[src/rtl/rv32i_types.sv]
// rtl/rv32i_types.sv - RV32I decoded control word, its mux/op encodings and the NOP_CTRL bubble value
package rv32i_types;

  typedef enum logic [2:0] {
    immmux_i_imm = 3'd0, immmux_u_imm, immmux_b_imm, immmux_s_imm, immmux_j_imm
  } immmux_sel_t;

  typedef enum logic {alumux1_rs1_out = 1'b0, alumux1_pc_out} alumux1_sel_t;
  typedef enum logic {alumux2_imm = 1'b0, alumux2_rs2_out} alumux2_sel_t;

  typedef enum logic [3:0] {
    regfilemux_alu_out = 4'd0, regfilemux_br_en, regfilemux_u_imm, regfilemux_lw,
    regfilemux_pc_plus4, regfilemux_lb, regfilemux_lbu, regfilemux_lh, regfilemux_lhu
  } regfilemux_sel_t;

  typedef enum logic [1:0] {pcmux_pc_plus4 = 2'd0, pcmux_alu_out, pcmux_alu_mod2} pcmux_sel_t;
  typedef enum logic {cmpmux_i_imm = 1'b0, cmpmux_rs2_out} cmpmux_sel_t;

  typedef enum logic [2:0] {
    alu_add = 3'd0, alu_sll, alu_sra, alu_sub, alu_xor, alu_srl, alu_or, alu_and
  } alu_ops_t;

  typedef enum logic [2:0] {
    cmp_beq = 3'b000, cmp_bne = 3'b001, cmp_blt = 3'b100,
    cmp_bge = 3'b101, cmp_bltu = 3'b110, cmp_bgeu = 3'b111
  } branch_funct3_t;

  typedef struct packed {
    logic [6:0]      opcode;
    logic [2:0]      funct3;
    alu_ops_t        aluop;
    branch_funct3_t  cmpop;
    immmux_sel_t     immmux;
    alumux1_sel_t    alumux1;
    alumux2_sel_t    alumux2;
    regfilemux_sel_t regfilemux;
    pcmux_sel_t      pcmux;
    cmpmux_sel_t     cmpmux;
    logic            mem_read;
    logic            mem_write;
    logic            mem_op;
    logic            jmp_op;
    logic            br_op;
    logic            load_regfile;
    logic            commit;
    logic            multiplier_start;
    logic            divider_start;
    logic            rd_valid;
  } rv32i_ctrl_word;

  // addi x0, x0, 0 with every side-effect flag cleared: safe bubble
  localparam rv32i_ctrl_word NOP_CTRL = '{
    opcode: 7'b0010011, funct3: 3'b000, aluop: alu_add, cmpop: cmp_beq,
    immmux: immmux_i_imm, alumux1: alumux1_rs1_out, alumux2: alumux2_imm,
    regfilemux: regfilemux_alu_out, pcmux: pcmux_pc_plus4, cmpmux: cmpmux_i_imm,
    mem_read: 1'b0, mem_write: 1'b0, mem_op: 1'b0, jmp_op: 1'b0, br_op: 1'b0,
    load_regfile: 1'b0, commit: 1'b0, multiplier_start: 1'b0,
    divider_start: 1'b0, rd_valid: 1'b0
  };

endpackage

[src/rtl/ctrl_pipe_entry.sv]
// rtl/ctrl_pipe_entry.sv - one pipeline slot: valid bit, control word and payload with load/clear
module ctrl_pipe_entry
  import rv32i_types::*;
#(
  parameter int DATA_W = 32
) (
  input  logic                clk,
  input  logic                rst,
  input  logic                clear,
  input  logic                load,
  input  rv32i_ctrl_word      ld_ctrl,
  input  logic [DATA_W-1:0]   ld_data,
  output logic                valid,
  output rv32i_ctrl_word      ctrl,
  output logic [DATA_W-1:0]   data
);

  // An empty slot always shows the bubble so downstream never sees stale fields
  always_ff @(posedge clk) begin
    if (rst || clear) begin
      valid <= 1'b0;
      ctrl  <= NOP_CTRL;
      data  <= '0;
    end else if (load) begin
      valid <= 1'b1;
      ctrl  <= ld_ctrl;
      data  <= ld_data;
    end
  end

endmodule

[src/rtl/ctrl_pipe_stage.sv]
// rtl/ctrl_pipe_stage.sv - valid/ready control-word pipeline stage with stall counter; CTRL_PIPE_SKID_EN adds a skid slot
module ctrl_pipe_stage
  import rv32i_types::*;
#(
  parameter int DATA_W = 32,
  parameter int CNT_W  = 16
) (
  input  logic                clk,
  input  logic                rst,
  input  logic                flush,
  input  logic                in_valid,
  output logic                in_ready,
  input  rv32i_ctrl_word      in_ctrl,
  input  logic [DATA_W-1:0]   in_data,
  output logic                out_valid,
  input  logic                out_ready,
  output rv32i_ctrl_word      out_ctrl,
  output logic [DATA_W-1:0]   out_data,
  output logic [1:0]          occ,
  output logic [CNT_W-1:0]    stall_cnt
);

  logic              accept, consume;
  logic              main_valid, main_load, main_clear;
  rv32i_ctrl_word    main_ld_ctrl;
  logic [DATA_W-1:0] main_ld_data;

  assign accept  = in_valid && in_ready;
  assign consume = main_valid && out_ready;

`ifdef CTRL_PIPE_SKID_EN
  logic              skid_valid, skid_load, skid_clear;
  rv32i_ctrl_word    skid_ctrl;
  logic [DATA_W-1:0] skid_data;

  // skid_valid is a flop, so in_ready never depends on out_ready
  assign in_ready     = !skid_valid;
  assign main_load    = !flush && (skid_valid ? consume : (accept && (!main_valid || consume)));
  assign main_clear   = flush || (consume && !main_load);
  assign main_ld_ctrl = skid_valid ? skid_ctrl : in_ctrl;
  assign main_ld_data = skid_valid ? skid_data : in_data;
  assign skid_load    = !flush && accept && main_valid && !consume;
  assign skid_clear   = flush || (skid_valid && consume);
  assign occ          = {1'b0, main_valid} + {1'b0, skid_valid};

  ctrl_pipe_entry #(.DATA_W(DATA_W)) u_skid (
    .clk     (clk),
    .rst     (rst),
    .clear   (skid_clear),
    .load    (skid_load),
    .ld_ctrl (in_ctrl),
    .ld_data (in_data),
    .valid   (skid_valid),
    .ctrl    (skid_ctrl),
    .data    (skid_data)
  );
`else
  assign in_ready     = !main_valid || out_ready;
  assign main_load    = !flush && accept;
  assign main_clear   = flush || (consume && !accept);
  assign main_ld_ctrl = in_ctrl;
  assign main_ld_data = in_data;
  assign occ          = {1'b0, main_valid};
`endif

  ctrl_pipe_entry #(.DATA_W(DATA_W)) u_main (
    .clk     (clk),
    .rst     (rst),
    .clear   (main_clear),
    .load    (main_load),
    .ld_ctrl (main_ld_ctrl),
    .ld_data (main_ld_data),
    .valid   (main_valid),
    .ctrl    (out_ctrl),
    .data    (out_data)
  );

  assign out_valid = main_valid;

  always_ff @(posedge clk) begin
    if (rst)
      stall_cnt <= '0;
    else if (out_valid && !out_ready && stall_cnt != {CNT_W{1'b1}})
      stall_cnt <= stall_cnt + CNT_W'(1);
  end

endmodule

[config.mk]
export PLATFORM = sky130hd
export DESIGN_NAME = ctrl_pipe_stage
export DESIGN_NICKNAME = d
export VERILOG_FILES = /design/src/rtl/rv32i_types.sv /design/src/rtl/ctrl_pipe_entry.sv /design/src/rtl/ctrl_pipe_stage.sv
export SDC_FILE = /design/constraint.sdc
export NUM_CORES = 1
export LEC_CHECK = 0
export BUFFER_PORTS_ARGS = -buffer_cell sky130_fd_sc_hd__buf_2
export CORE_UTILIZATION = 45
export CTS_CLUSTER_DIAMETER = 100
export DETAILED_ROUTE_END_ITERATION = 10
export GPL_ROUTABILITY_DRIVEN = 0
export HOLD_SLACK_MARGIN = 0.1
export PLACE_DENSITY = 0.85
export SYNTH_ARGS = -nofsm -noshare
export SYNTH_HDL_FRONTEND = slang
export SYNTH_SLANG_ARGS = --single-unit
[constraint.sdc]
create_clock -name clk -period 2.12 [get_ports clk]
set_input_delay 0.212 -clock clk [delete_from_list [all_inputs] [get_ports clk]]
set_output_delay 0.212 -clock clk [all_outputs]
set_load 0.05 [all_outputs]
-- Word-level counts from Yosys, hierarchy flattened
Index checks and enable logic that the tools add are counted.
- $add $sub $neg: 1
- $mul: 0
- div/mod/pow operators: 0
- $lt $le $gt $ge: 0
- eq/ne operators: 1
- shift operators: 0
- multiplexer cells: 0
- bitwise operators: 0
- reductions and logical operators: 13
- operators by type and width (cell ; number):
    16-bit by 1-bit adder with 16-bit output, second input constant ; 1
    16-bit inequality test, second input constant ; 1
    1-bit logical AND ; 6
    1-bit zero test ; 4
    1-bit logical OR ; 3
- bits in registers: 87
- bits in latches: 0
- bits in writable memories: 0
- memory bits (read-only): 0
- word-level logic and storage cells: 38
- memories: 0

-- Depth between registers and ports, before layout
- depth after elaboration: 7
- gate-level depth with buffers: 7

-- Cells and area by module
A second synthesis with hierarchy kept.
- cells, all modules: 338
- area total of the unflattened synthesis: 3437.0 µm²
- modules (own cells, without submodules) (module ; times used ; cells each ; area each (µm²) ; sequential area each (µm²)):
    ctrl_pipe_entry ; 1 ; 231 ; 2513.7 ; 1421.4
    ctrl_pipe_stage ; 1 ; 107 ; 923.4 ; 320.3

-- Worst setup path before layout
No wires, ideal clock.
- kind: register -> register
- from: reg stall_cnt[0]
- to: reg stall_cnt[13]
- data arrival time: 2079 ps
- setup slack: -82 ps
- stages on the path, launching flop included: 6
- path buffers: 0
- path through: dfxtp_1 -> ha_1 -> nand3_4 -> or4_4 -> nand4_1 -> mux2_1
- word-level cells in the longest chain between the ends: 2
- elaborated cells on any way between the ends: 3
- those cells by class: add/sub: 1; eq/ne: 1; reduce/logical: 1
- ends and longest elaborated chain (what ; RTL line ; source):
    from (decl) ; ctrl_pipe_stage.sv:20 ; output logic [CNT_W-1:0] stall_cnt
    from (signal assigned) ; ctrl_pipe_stage.sv:84 ; stall_cnt <= stall_cnt + CNT_W'(1);
    branches (longest 2 deep; another with 16-bit by 1-bit adder with 16-bit output) ; n/a ;
Several ways; the timed one is not identified.
A chain may end at the register's enable or synchronous reset.

-- Worst setup path in the final report
- from: reg stall_cnt[2]
- to: reg stall_cnt[13]
Same word-level chain as after synthesis.

==> impl_metrics.py <==
metrics = {
    "setup_path": {
        "crit_fanout": 7,
        "cp_common_cell": "nand4_1",
        "startpoint_type": "flip-flop",
        "crit_required_ns": 2.35,
        "path_class": "reg2reg",
        "cp.arrival_ns": 2.14,
        "cpMaxStageDelayCell": "dfxtp_1",
        "crit_path_max_incr_delay_ns": 0.50,
        "critPathBufInv": 0,
        "endpoint_kind": "flip-flop",
        "crit_chain": "nand4_1 > nor4_2 > nand4_1 > mux2_1",
        "cpLargestDelayFamily": "simple AND/OR/NAND/NOR gates",
    },
    "clock_tree": {
        "cts-buffers-inserted": 9,
        "cts_tree": "yes",
        "post_cts_buffers": 0,
        "clock_latency_ns": 0.34,
        "root_buffer": "clkbuf_8",
        "htree_levels": 3,
        "cts_hold_buf": 53,
        "cts_resized": 0,
        "cts.sinks": 87,
        "path_clk_slew_ns": 0.09,
        "cts_buffer_depth": 2,
    },
    "yosys": {
        "synth_compound_area_frac": 0.154,
        "avgSynthCellArea_um2": 8.17,
        "synth_edf_count": 0,
        "synth-simple-area-share": 0.263,
        "async_reset_ff_frac": 0,
        "syn_area_um2": 3320,
        "ys_seq_elements": 87,
        "synthFlopType": "dfxtp_1",
        "synth_top_area_cell": "dfxtp_1",
        "syn_nets": 483,
        "synthAdderAreaFrac": 0.00376,
        "yosys.area_share.xor_xnor": 0.00263,
        "synth_top_family_by_area": "simple AND/OR/NAND/NOR gates",
        "yosysUniqueCellTypes": 39,
        "synth_area_leaders": "dfxtp_1, nand2_1, a21oi_1, clkbuf_1, o31ai_1",
        "ys_warn_count": 0,
        "synth_top_area_frac": 0.524,
        "yosysSeqAreaShare": 0.524,
        "syn_inst": 407,
        "muxShareOfSynthArea": 0.00677,
    },
    "global_routing": {
        "grt_pass1_vias": 3448,
        "track_usage": 0.257,
        "grt_overflow": 0,
        "grt_max_degree": 58,
        "grt_pass1_wl_um": 15400,
        "antenna_found_initial": 0,
    },
    "cells_and_area": {
        "drive_gt1_frac": 0.329,
        "diodes": 0,
        "area_growth_pct": 51.4,
        "final_cell_area_um2": 5030,
        "fin_cells": 716,
        "fin_nets": 691,
    },
    "drt": {
        "drc": 0,
        "drt-total-wl_um": 9940,
        "wl_per_cell_um": 13.9,
        "antenna_left": 0,
        "viasPerCell": 5.07,
        "dr_total_vias": 3629,
        "drt_iter0_markers": 107,
        "drt_first_pass_iters": 4,
    },
    "timing": {
        "hold_violations": 0,
        "setup_viol": 0,
        "holdWs_ns": 0.113,
        "finalCriticalPeriod_ns": 1.91,
        "setup_tns_ns": 0,
        "min_period_over_period": 0.903,
        "max_freq_mhz": 522,
        "finalMaxSlewViolations": 0,
        "finClkSkew_ns": 0.00720,
        "worst_pin_slew_ns": 0.934,
        "rsz0062_at_grt": "false",
        "relSlewSlack": 0.375,
    },
    "die": {
        "io_pins": 165,
        "die_y_um": 88.0,
        "start_util": 0.476,
        "die_w_um": 88.0,
        "core_area_um2": 6980,
        "rows": 30,
        "dieArea_um2": 7740,
    },
    "place": {
        "io_buffers": 163,
        "dp.cells": 647,
        "dp_hpwl_um": 6210,
        "placed_area_um2": 4230,
    },
    "power_and_ir_drop": {
        "internal-power_mw": 2.78,
        "swShare": 0.236,
        "p_sw_uw": 860,
        "combPwrFrac": 0.123,
        "p_seq_frac": 0.462,
        "ir_drop_v": 0.000608,
        "p_per_area_nw_per_um2": 723,
        "clkPwrFrac": 0.415,
        "finalPower_mw": 3.64,
        "leakagePower_nw": 2.25,
    },
    "worst_hold_path": {
        "hold_class": "in2reg",
    },
    "outcome": {
        "outcome": "completed",
    },
    "run": {
        "drv_cap": 0,
    },
}
[per-stage QoR]
| stage | util | setup WS [ns] |
|---|---|---|
| after floorplan | - | 0.0314 |
| after global placement | 0.606 | 0.341 |
| after detailed placement | 0.606 | 0.283 |
| after CTS | 0.721 | 0.244 |
| after global routing | 0.721 | 0.0859 |
| final | 0.721 | 0.206 |
[sequential cells by signal, indices dropped and copies added (netlist names)]
register and count:
u_main.ctrl 38, stall_cnt 16, u_main.valid 1, u_main.data 32
[worst reg2reg max path: stages (launching register included)]
cell and delay (ns):
dfxtp_1 0.50, nand4_1 0.37, nor4_2 0.44, nand4_1 0.17, mux2_1 0.33
[layer usage]
layer | global-route usage | up-vias | wire, um
met5 | 0 | - | 0
met4 | 0.133 | 0 | 284
met3 | 0.0603 | 28 | 563
met2 | 0.468 | 147 | 5220
met1 | 0.275 | 1680 | 3870
li1 | - | 1774 | -
[layout make-up]
cell class / instances / area, um^2
multi-input combinational: 289 / 1450
fill: 522 / 1950
clock buffer: 11 / 141
sequential: 87 / 1740
clock inverter: 5 / 129
inverter: 4 / 15.0
timing repair buffer: 224 / 1430
tap: 96 / 120
[cell families (layout without fill, tap and decap cells)]
| family | Yosys count | in the layout |
|---|---|---|
| AOI/OAI and AO/OA | 93 | 93 |
| xor gates and xnor gates | 1 | 1 |
| adders and majority gates | 1 | 1 |
| buffers and inverters | 31 | 244 |
| DFF | 87 | 87 |
| muxes | 2 | 2 |
| other | 1 | 1 |
| and+or+nand+nor | 191 | 191 |
[Yosys cell counts, types with 3 or more instances]
master,instances
or3_1,4
dfxtp_1,87
o31ai_1,5
nand4_1,3
or4_1,5
nand3_1,5
and3_1,3
a21oi_1,79
o21ai_1,3
nor2_1,6
nand2_1,147
buf_2,7
inv_1,3
clkbuf_1,16
nand3b_1,4
[power by group through the flow]
stage               combinational, mW  clock [mW]  sequential [mW]
floorplan                       0.126           0             1.82
global placement                0.360           0             1.72
detailed placement              0.367           0             1.72
CTS                             0.443        1.53             1.68
global route                    0.481        1.61             1.68
finish                          0.449        1.51             1.68
[worst paths after layout]
kind / from / end / slack, ns / depth (start not counted)
max: stall_cnt[2] / stall_cnt[13] / 0.21 / 4
min: in_ctrl[6] / u_main.ctrl[6] / 0.11 / 3
max reg2reg: stall_cnt[2] / stall_cnt[13] / 0.21 / 4
min reg2reg: u_main.data[26] / u_main.data[26] / 0.45 / 2
[cells in the final DEF, fill, tap and decap left out, drive strengths merged, types with 5 or more instances in the layout]
| master | count |
|---|---|
| buf | 171 |
| nand2 | 147 |
| dfxtp | 87 |
| a21oi | 80 |
| dlygate4sd3 | 53 |
| clkbuf | 11 |
| nor2 | 6 |
| or4 | 6 |
| nand3 | 6 |
| nand4 | 6 |
| o31ai | 5 |
| o21ai | 5 |
Power figures use the tool's default switching activity.
